<file path="config.mk">
export PLATFORM = sky130hd
export DESIGN_NAME = mem_access_unit_flat
export DESIGN_NICKNAME = d
export VERILOG_FILES = /design/src/rtl/mem_access_unit_pkg.sv /design/src/rtl/mem_access_unit_if.sv /design/src/rtl/mem_access_unit_load_formatter.sv /design/src/rtl/mem_access_unit.sv /design/src/flat_wrapper.sv
export SDC_FILE = /design/constraint.sdc
export NUM_CORES = 1
export LEC_CHECK = 0
export BUFFER_PORTS_ARGS = -buffer_cell sky130_fd_sc_hd__clkbuf_2
export CAP_MARGIN = 15
export CORE_ASPECT_RATIO = 2
export CORE_MARGIN = 4
export CORE_UTILIZATION = 50
export DETAILED_ROUTE_END_ITERATION = 8
export GPL_TIMING_DRIVEN = 0
export PLACE_DENSITY = 0.85
export SLEW_MARGIN = 0
export SYNTH_ARGS = -nofsm -noshare
export SYNTH_HDL_FRONTEND = slang
export SYNTH_SLANG_ARGS = --single-unit
</file>
<file path="constraint.sdc">
create_clock -name CLK -period 5.31 [get_ports CLK]
set_clock_uncertainty 0.2 [all_clocks]
set_input_delay 1.062 -clock CLK [delete_from_list [all_inputs] [get_ports CLK]]
set_output_delay 1.062 -clock CLK [all_outputs]
set_load 0.01 [all_outputs]
</file>
<file path="src/rtl/mem_access_unit_pkg.sv">
// Shared types and constants for the data-memory access unit.
// Holds FSM encoding, funct3 size codes and the request legality check.
package mem_pkg;

  typedef enum logic [1:0] {
    IDLE = 2'd0,
    REQ  = 2'd1,
    WB   = 2'd2,
    ERR  = 2'd3
  } mem_state_t;

  localparam logic [2:0] F3_B  = 3'b000;
  localparam logic [2:0] F3_H  = 3'b001;
  localparam logic [2:0] F3_W  = 3'b010;
  localparam logic [2:0] F3_BU = 3'b100;
  localparam logic [2:0] F3_HU = 3'b101;

  // High when the request must be rejected without touching memory.
  function automatic logic access_fault(input logic       rd,
                                        input logic       wr,
                                        input logic [2:0] f3,
                                        input logic [1:0] off);
    logic bad;
    bad = 1'b0;
    if (rd == wr) begin
      bad = 1'b1;
    end else if (wr && (f3[2] || (f3 == 3'b011))) begin
      bad = 1'b1;
    end else if (rd && ((f3 == 3'b011) || (f3 == 3'b110) || (f3 == 3'b111))) begin
      bad = 1'b1;
    end else if ((f3[1:0] == 2'b01) && off[0]) begin
      bad = 1'b1;
    end else if ((f3 == F3_W) && (off != 2'b00)) begin
      bad = 1'b1;
    end else begin
      bad = 1'b0;
    end
    return bad;
  endfunction

endpackage

</file>
<file path="src/rtl/mem_access_unit_if.sv">
// Word-wide data-memory request/ready bus between the access unit and memory.
interface mem_bus_if #(
  parameter int D_WIDTH = 32
);
  logic               mem_req;
  logic               mem_we;
  logic [D_WIDTH-1:0] mem_addr;
  logic [D_WIDTH-1:0] mem_wdata;
  logic [3:0]         mem_wstrb;
  logic               mem_ready;
  logic [D_WIDTH-1:0] mem_rdata;

  modport master (
    output mem_req, mem_we, mem_addr, mem_wdata, mem_wstrb,
    input  mem_ready, mem_rdata
  );

  modport slave (
    input  mem_req, mem_we, mem_addr, mem_wdata, mem_wstrb,
    output mem_ready, mem_rdata
  );
endinterface

</file>
<file path="src/rtl/mem_access_unit_load_formatter.sv">
// Selects the addressed byte/half of a read word and sign/zero extends it.
module load_formatter
  import mem_pkg::*;
(
  input  logic [2:0]  funct3,
  input  logic [1:0]  off,
  input  logic [31:0] rdata,
  output logic [31:0] result
);

  logic [7:0]  byte_s;
  logic [15:0] half_s;

  assign byte_s = rdata[{off, 3'b000} +: 8];
  assign half_s = rdata[{off[1], 4'b0000} +: 16];

  always_comb begin
    result = 32'h0000_0000;
    case (funct3)
      F3_B:    result = {{24{byte_s[7]}}, byte_s};
      F3_H:    result = {{16{half_s[15]}}, half_s};
      F3_W:    result = rdata;
      F3_BU:   result = {24'h00_0000, byte_s};
      F3_HU:   result = {16'h0000, half_s};
      default: result = 32'h0000_0000;
    endcase
  end

endmodule

</file>
<file path="src/rtl/mem_access_unit.sv">
// Multi-cycle RV32I load/store unit: one memory transaction per start,
// with lane steering, strobes, load formatting and fault detection.
module mem_access_unit
  import mem_pkg::*;
#(
  parameter int A_WIDTH = 5,
  parameter int D_WIDTH = 32
) (
  input  logic               CLK,
  input  logic               RST,
  input  logic               start,
  input  logic               MemRead,
  input  logic               MemWrite,
  input  logic [2:0]         funct3,
  input  logic [D_WIDTH-1:0] ALUResult,
  input  logic [D_WIDTH-1:0] RD2,
  input  logic [A_WIDTH-1:0] A3_in,
  output logic               busy,
  output logic               done,
  output logic               misaligned,
  mem_bus_if.master          bus,
  output logic [D_WIDTH-1:0] Result,
  output logic               RegWrite,
  output logic [A_WIDTH-1:0] A3
);

  mem_state_t         state_q, state_d;
  logic [D_WIDTH-1:0] addr_q;
  logic [1:0]         off_q;
  logic [2:0]         f3_q;
  logic               we_q;
  logic [D_WIDTH-1:0] wdata_q, wdata_s;
  logic [3:0]         wstrb_q, wstrb_s;
  logic [A_WIDTH-1:0] a3_q;
  logic [D_WIDTH-1:0] result_q, fmt_s;
  logic               capture_s;

  assign capture_s = (state_q == IDLE) && start;

  // Next-state selection; faults are resolved at issue so memory is never touched.
  always_comb begin
    state_d = state_q;
    case (state_q)
      IDLE: begin
        if (start) begin
          state_d = access_fault(MemRead, MemWrite, funct3, ALUResult[1:0]) ? ERR : REQ;
        end else begin
          state_d = IDLE;
        end
      end
      REQ: begin
        if (bus.mem_ready) begin
          state_d = WB;
        end else begin
          state_d = REQ;
        end
      end
      WB:      state_d = IDLE;
      ERR:     state_d = IDLE;
      default: state_d = IDLE;
    endcase
  end

  // Store lane replication and byte enables; loads drive no strobes.
  always_comb begin
    wdata_s = '0;
    wstrb_s = 4'b0000;
    if (MemWrite) begin
      case (funct3)
        F3_B: begin
          wdata_s = {4{RD2[7:0]}};
          wstrb_s = 4'b0001 << ALUResult[1:0];
        end
        F3_H: begin
          wdata_s = {2{RD2[15:0]}};
          wstrb_s = 4'b0011 << ALUResult[1:0];
        end
        F3_W: begin
          wdata_s = RD2;
          wstrb_s = 4'hF;
        end
        default: begin
          wdata_s = '0;
          wstrb_s = 4'b0000;
        end
      endcase
    end else begin
      wdata_s = '0;
      wstrb_s = 4'b0000;
    end
  end

  load_formatter u_load_formatter (
    .funct3 (f3_q),
    .off    (off_q),
    .rdata  (bus.mem_rdata),
    .result (fmt_s)
  );

  // State, request capture and load-data capture.
  always_ff @(posedge CLK) begin
    if (RST) begin
      state_q  <= IDLE;
      addr_q   <= '0;
      off_q    <= 2'b00;
      f3_q     <= 3'b000;
      we_q     <= 1'b0;
      wdata_q  <= '0;
      wstrb_q  <= 4'b0000;
      a3_q     <= '0;
      result_q <= '0;
    end else begin
      state_q <= state_d;
      if (capture_s) begin
        addr_q  <= {ALUResult[D_WIDTH-1:2], 2'b00};
        off_q   <= ALUResult[1:0];
        f3_q    <= funct3;
        we_q    <= MemWrite;
        wdata_q <= wdata_s;
        wstrb_q <= wstrb_s;
        a3_q    <= A3_in;
      end
      if ((state_q == REQ) && bus.mem_ready && !we_q) begin
        result_q <= fmt_s;
      end
    end
  end

  assign busy          = (state_q != IDLE);
  assign done          = (state_q == WB) || (state_q == ERR);
  assign misaligned    = (state_q == ERR);
  assign bus.mem_req   = (state_q == REQ);
  assign bus.mem_we    = we_q;
  assign bus.mem_addr  = addr_q;
  assign bus.mem_wdata = wdata_q;
  assign bus.mem_wstrb = wstrb_q;
  assign Result        = result_q;
  assign RegWrite      = (state_q == WB) && !we_q && (a3_q != '0);
  assign A3            = a3_q;

endmodule

</file>
<file path="src/flat_wrapper.sv">
// flat-port wrapper written by rule: the top's interface ports become plain ports
module mem_access_unit_flat import mem_pkg::*;
#(
  parameter int A_WIDTH = 5,
  parameter int D_WIDTH = 32
)
  (CLK, RST, start, MemRead, MemWrite, funct3, ALUResult, RD2, A3_in, busy, done, misaligned, Result, RegWrite, A3, bus_mem_req, bus_mem_we, bus_mem_addr, bus_mem_wdata, bus_mem_wstrb, bus_mem_ready, bus_mem_rdata);
  mem_bus_if #(.D_WIDTH(D_WIDTH)) bus_i ();
  input  logic CLK;
  input  logic RST;
  input  logic start;
  input  logic MemRead;
  input  logic MemWrite;
  input  logic [2:0] funct3;
  input  logic [D_WIDTH-1:0] ALUResult;
  input  logic [D_WIDTH-1:0] RD2;
  input  logic [A_WIDTH-1:0] A3_in;
  output logic busy;
  output logic done;
  output logic misaligned;
  output logic [D_WIDTH-1:0] Result;
  output logic RegWrite;
  output logic [A_WIDTH-1:0] A3;
  output wire logic [$bits(bus_i.mem_req)-1:0] bus_mem_req;
  output wire logic [$bits(bus_i.mem_we)-1:0] bus_mem_we;
  output wire logic [$bits(bus_i.mem_addr)-1:0] bus_mem_addr;
  output wire logic [$bits(bus_i.mem_wdata)-1:0] bus_mem_wdata;
  output wire logic [$bits(bus_i.mem_wstrb)-1:0] bus_mem_wstrb;
  input wire logic [$bits(bus_i.mem_ready)-1:0] bus_mem_ready;
  input wire logic [$bits(bus_i.mem_rdata)-1:0] bus_mem_rdata;
  assign bus_mem_req = bus_i.mem_req;
  assign bus_mem_we = bus_i.mem_we;
  assign bus_mem_addr = bus_i.mem_addr;
  assign bus_mem_wdata = bus_i.mem_wdata;
  assign bus_mem_wstrb = bus_i.mem_wstrb;
  assign bus_i.mem_ready = bus_mem_ready;
  assign bus_i.mem_rdata = bus_mem_rdata;
  mem_access_unit #(.A_WIDTH(A_WIDTH), .D_WIDTH(D_WIDTH)) u_core (.CLK(CLK), .RST(RST), .start(start), .MemRead(MemRead), .MemWrite(MemWrite), .funct3(funct3), .ALUResult(ALUResult), .RD2(RD2), .A3_in(A3_in), .busy(busy), .done(done), .misaligned(misaligned), .bus(bus_i), .Result(Result), .RegWrite(RegWrite), .A3(A3));
endmodule
</file>
-- Word-level counts from Yosys, hierarchy flattened
Cells that the tools add are included.
- equal/unequal tests: 14
- shift operators: 4
- muxes and demuxes: 16
- reduce and logical (&&, ||, !) cells: 21
- operator list (kind ; count):
    $pmux W32 S5 ; 1
    $pmux W32 S3 ; 1
    $mux W32 ; 1
    $shiftx A32 B6 Y16 ; 1
    $shiftx A32 B6 Y8 ; 1
    $eq A3 B3 Y1 const B ; 4
    $pmux W4 S3 ; 1
    $eq A3 B2 Y1 const B ; 3
    $logic_and A1 B1 Y1 ; 9
    $mux W1 ; 7
    $eq A3 B1 Y1 const B ; 2
    $logic_not A3 Y1 ; 2
    $mux W2 ; 3
    $pmux W2 S3 ; 1
    $reduce_bool A5 Y1 ; 1
    $eq A2 B1 Y1 const B ; 2
    $eq A2 B2 Y1 const B ; 2
    $logic_or A1 B1 Y1 ; 4
    $mux W4 ; 1
    $reduce_bool A2 Y1 ; 2
    $shl A1 B2 Y4 const A ; 1
    $shl A2 B2 Y4 const A ; 1
    $logic_not A2 Y1 ; 1
    $reduce_or A2 Y1 ; 1
    2 further kinds ; 2
- flip-flop bits (word level): 111
- input bits: 110
- output and inout port bits: 111
- word-level logic and storage cells: 64

-- Logic depth before layout (Yosys ltp)
- word-level depth: 12
- gate-level depth with buffers: 6
- depth with buffers taken out: 4

-- By module
Synthesis repeated with hierarchy kept, for this count alone.
- cell total of the unflattened synthesis: 669
- area total of the unflattened synthesis: 5227.5 µm²
- modules (own cells, without submodules) (module ; instances ; cells each ; area an instance (µm²) ; seq. area each (µm²)):
    mem_access_unit ; 1 ; 552 ; 4405.5 ; 2222.1
    load_formatter ; 1 ; 117 ; 822.0 ; 0.0

-- Least setup slack after synthesis
No wires, ideal clock.
- kind: input -> register
- start: in bus_mem_rdata[31]
- end: reg u_core.result_q[21], in the netlist u_core.Result[21]
- setup time: 0.122 ns
- arrival time: 2.153 ns
- required time: 4.988 ns
- setup slack: 2.835 ns
- cell stages on the path: 5
- buffers on the path: 1
- cell sequence: mux2_2 a32oi_1 a211oi_2 buf_4 a221o_1
- cells in the longest elaborated chain, start to end: 2
- elaborated cells on any way between the ends: 3
- those cells by class: 2 x shift; 1 x mux
- RTL lines (item ; RTL line ; source):
    start, declared ; flat_wrapper.sv:30 ; input wire logic [$bits(bus_i.mem_rdata)-1:0] bus_mem_rdata;
    $shiftx A32 B6 Y16 / $shiftx A32 B6 Y8 (equally long branches) ; mem_access_unit_load_formatter.sv:15, mem_access_unit_load_formatter.sv:14 ;
    $pmux W32 S5 (*) ; mem_access_unit_load_formatter.sv:19 ; case (funct3)
    end signal, assigned ; mem_access_unit.sv:124 ; result_q <= fmt_s;
    end, declared ; mem_access_unit.sv:35 ; logic [D_WIDTH-1:0] result_q, fmt_s;
Every way passes the cells marked *; elsewhere a longest branch is shown, timed or not.
A chain may end at the register's enable or synchronous reset.

-- Worst setup path after layout
- start: reg u_core.a3_q[0], in the netlist u_core.A3[0]
- end: out RegWrite
- cells in the longest elaborated chain, start to end: 2
- RTL lines (item ; RTL line ; source):
    start, declared ; mem_access_unit.sv:34 ; logic [A_WIDTH-1:0] a3_q;
    start signal, assigned ; mem_access_unit.sv:121 ; a3_q <= A3_in;
    $reduce_bool A5 Y1 ; mem_access_unit.sv:138 ; assign RegWrite = (state_q == WB) && !we_q && (a3_q != '0);
    $logic_and A1 B1 Y1 ; mem_access_unit.sv:138 ;
    end, declared ; flat_wrapper.sv:22 ; output logic RegWrite;
Every way passes these cells.

==> impl_results.md <==
- Most common cell after layout, fill and taps aside: clkbuf_2
- GRT Total Usage: 0.286
- Ys flop type: dfxtp_1
- Slew HR: 0.500
- Fillers: 785
- Clock Latency Late Sink: 340 ps
- DRT Pass-1 Iters: 6
- Routed vias: 5169
- Syn. warnings: 0
- Min Tclk post-route: 2820 ps
- Unrepaired setup endpoints after global routing: false
- Setup TNS: 0 ps
- Max rail drop VDD: 0.000216 V
- Avg WL per Cell: 18.5 um
- P&R area growth vs syn: 31.1%
- Status: finished, final reports clean
- Diodes inserted: 0
- Fmax: 355 MHz
- Setup CP Type: reg -> out
- Final GP Congestion: 0.945
- Slew Viols, Final: 0
- #FFs+latches synth: 111
- Initial Util: 0.511
- Worst-path fanout max: 3
- Inst Count DP: 871
- CTS tree: built
- Layout cells sized above 1: 0.336
- Worst EP required: 4050 ps
- Non-filler instance count after layout: 887
- Post-synth ARST share: 0
- Worst R2R Path Depth: 5
- Critical path capture point type: output port
- Routed Antenna Nets: 0
- Post-cts resize count: 0
- Worst Hold Depth: 2
- Post-Syn Area: 4800 um^2
- Grt ovf: 0
- Final hold violations: 0
- Final nets: 888
- Setup crit start kind: flop
- Number of global-route vias before repair: 5258
- Routed vias/inst: 5.83
- Reg-to-reg slack, setup: 3120 ps
- Critical path's slowest cell: or4_1
- Cts hold-fix bufs: 0
- Die width: 77.3 um
- Total die area: 11300 um^2
- Synth Area per Inst: 8.74 um^2
- Clk root buf: clkbuf_16
- DIE HEIGHT: 147 um
- Max cap viols: 0
- Min-Delay Startpoint: u_core.bus.mem_addr[12]
- EDFF count, synth: 0
- Dpl hpwl: 13200 um
- Commonest cells after routing, fill and taps aside: clkbuf_2 (217), dfxtp_1 (111), nand2_1 (99), nor2_1 (50), a21oi_1 (48)
- Class of the worst hold path: reg -> reg
- Starting DRT DRC Count: 223
- Power Total: 1.87 mW
- Worst r2r dst: u_core.Result[25]
- Power density over cell area: 298 nW/um^2
- Core outline area: 9380 um^2
- Mapped Cells: 549
- Num rows: 50
- WHS Endpoint: u_core.bus.mem_addr[12]
- Endpoints failing setup: 0
- Worst-Margin Slew: 744 ps
- Post-CTS setup buffers: 0
- Num CTS Buffers: 9
- Max stage delay on crit path: 510 ps
- Core Util, Final: 0.670
- Register area share after synthesis: 0.463
- Count of cell types in the netlist: 50
- H-tree levels: 3
- Antenna violations before repair: 0
- Leak: 2.91 nW
- Critical R2R Launch: u_core.off_q[0]
- IO Port Bufs: 217
- CTS Sinks: 111
- Clock tree buffer depth: 2
- Fin area: 6290 um^2
- Clock Pin Slew Worst Setup and Hold Paths: 80 ps
- Drt drc: 0
- Crit path arrival time: 1560 ps
- WL final: 16400 um
- Final Cycle Share: 0.531
- Largest net degree at the start of global routing: 19
- Critical-path cell list: or4_1 -> nor2_1 -> nor4b_1 -> clkbuf_2
- First-pass GRT wire length: 25600 um
- Placed cell area: 6020 um^2
- Top Ports: 221
[critical path: cells and delay by family, from the launching register on]
| kind | cells | cell delay [ps] |
|---|---|---|
| buffers and inverters | 1 | 140 |
| and+or+nand+nor | 3 | 730 |
| DFF | 1 | 330 |
[cells by family after synthesis]
family,Yosys count,synth area share
and+or+nand+nor,189,0.174
DFF,111,0.463
AOI/OAI and AO/OA,169,0.249
buffers and inverters,51,0.0509
other,1,0.000782
muxes,28,0.0621
[state kept, by name (all words and copies together), names as in the netlist]
register	cells
u_core.bus.mem_wstrb	4
u_core.f3_q	3
u_core.A3	5
u_core.Result	32
u_core.bus.mem_wdata	32
u_core.state_q	2
u_core.bus.mem_we	1
u_core.bus.mem_addr	30
u_core.off_q	2
[per-layer routing]
metal,GRT usage,wire length [um],vias up,part of all wire
met3,0.0611,1120,73,0.068
met2,0.535,8730,281,0.53
met4,0.205,1110,0,0.068
met1,0.265,5430,2386,0.33
met5,0,0,-,0
li1,-,-,2429,-
[power breakdown]
| group | switching, mW | total, mW | internal [mW] |
|---|---|---|---|
| registers | 0.0245 | 0.897 | 0.872 |
| logic | 0.203 | 0.337 | 0.133 |
| clock network | 0.317 | 0.640 | 0.323 |
| total | 0.545 | 1.87 | 1.33 |
[cell type report]
| type | instances | area (um^2) | share of cell area |
|---|---|---|---|
| timing repair buffer | 217 | 1090 | 0.173 |
| clock inverter | 6 | 45.0 | 0.00716 |
| inverter | 5 | 18.8 | 0.00298 |
| buffer | 46 | 225 | 0.0358 |
| sequential | 111 | 2220 | 0.353 |
| tap | 104 | 130 | 0.0207 |
| clock buffer | 10 | 229 | 0.0364 |
| multi-input combinational | 388 | 2330 | 0.371 |
[worst max-delay path by stage]
stage	start	endpoint	slack (ps)
after global placement	RST	u_core.bus.mem_wdata[2]	2270
final	u_core.A3[0]	RegWrite	2490
after CTS	u_core.A3[0]	RegWrite	2460
after global routing	u_core.A3[0]	RegWrite	2430
after detailed placement	RST	u_core.bus.mem_wdata[3]	2220
after floorplan	bus_mem_rdata[31]	u_core.Result[21]	2840
[stage by stage]
stage | setup slack, ps | hold slack, ps
floorplan | 2840 | 254
finish | 2490 | 257
CTS | 2460 | 257
global placement | 2270 | 242
global route | 2430 | 274
detailed placement | 2220 | 246
[synthesized netlist by cell type (5+ instances only)]
cell	instances	area, um^2
mux2i_1	23	230
a22oi_1	34	255
a221o_1	22	220
o21ai_0	21	105
nor2_1	50	188
clkbuf_1	26	97.6
buf_4	7	52.6
a22o_1	9	78.8
and2_1	6	37.5
a221oi_1	8	70.1
buf_2	9	45.0
dfxtp_1	111	2220
nand3b_1	8	60.1
a211oi_1	8	60.1
nand2b_1	5	31.3
o22ai_1	6	37.5
a21oi_1	48	240
nand2_1	99	372
Power figures use the tool's default switching activity.
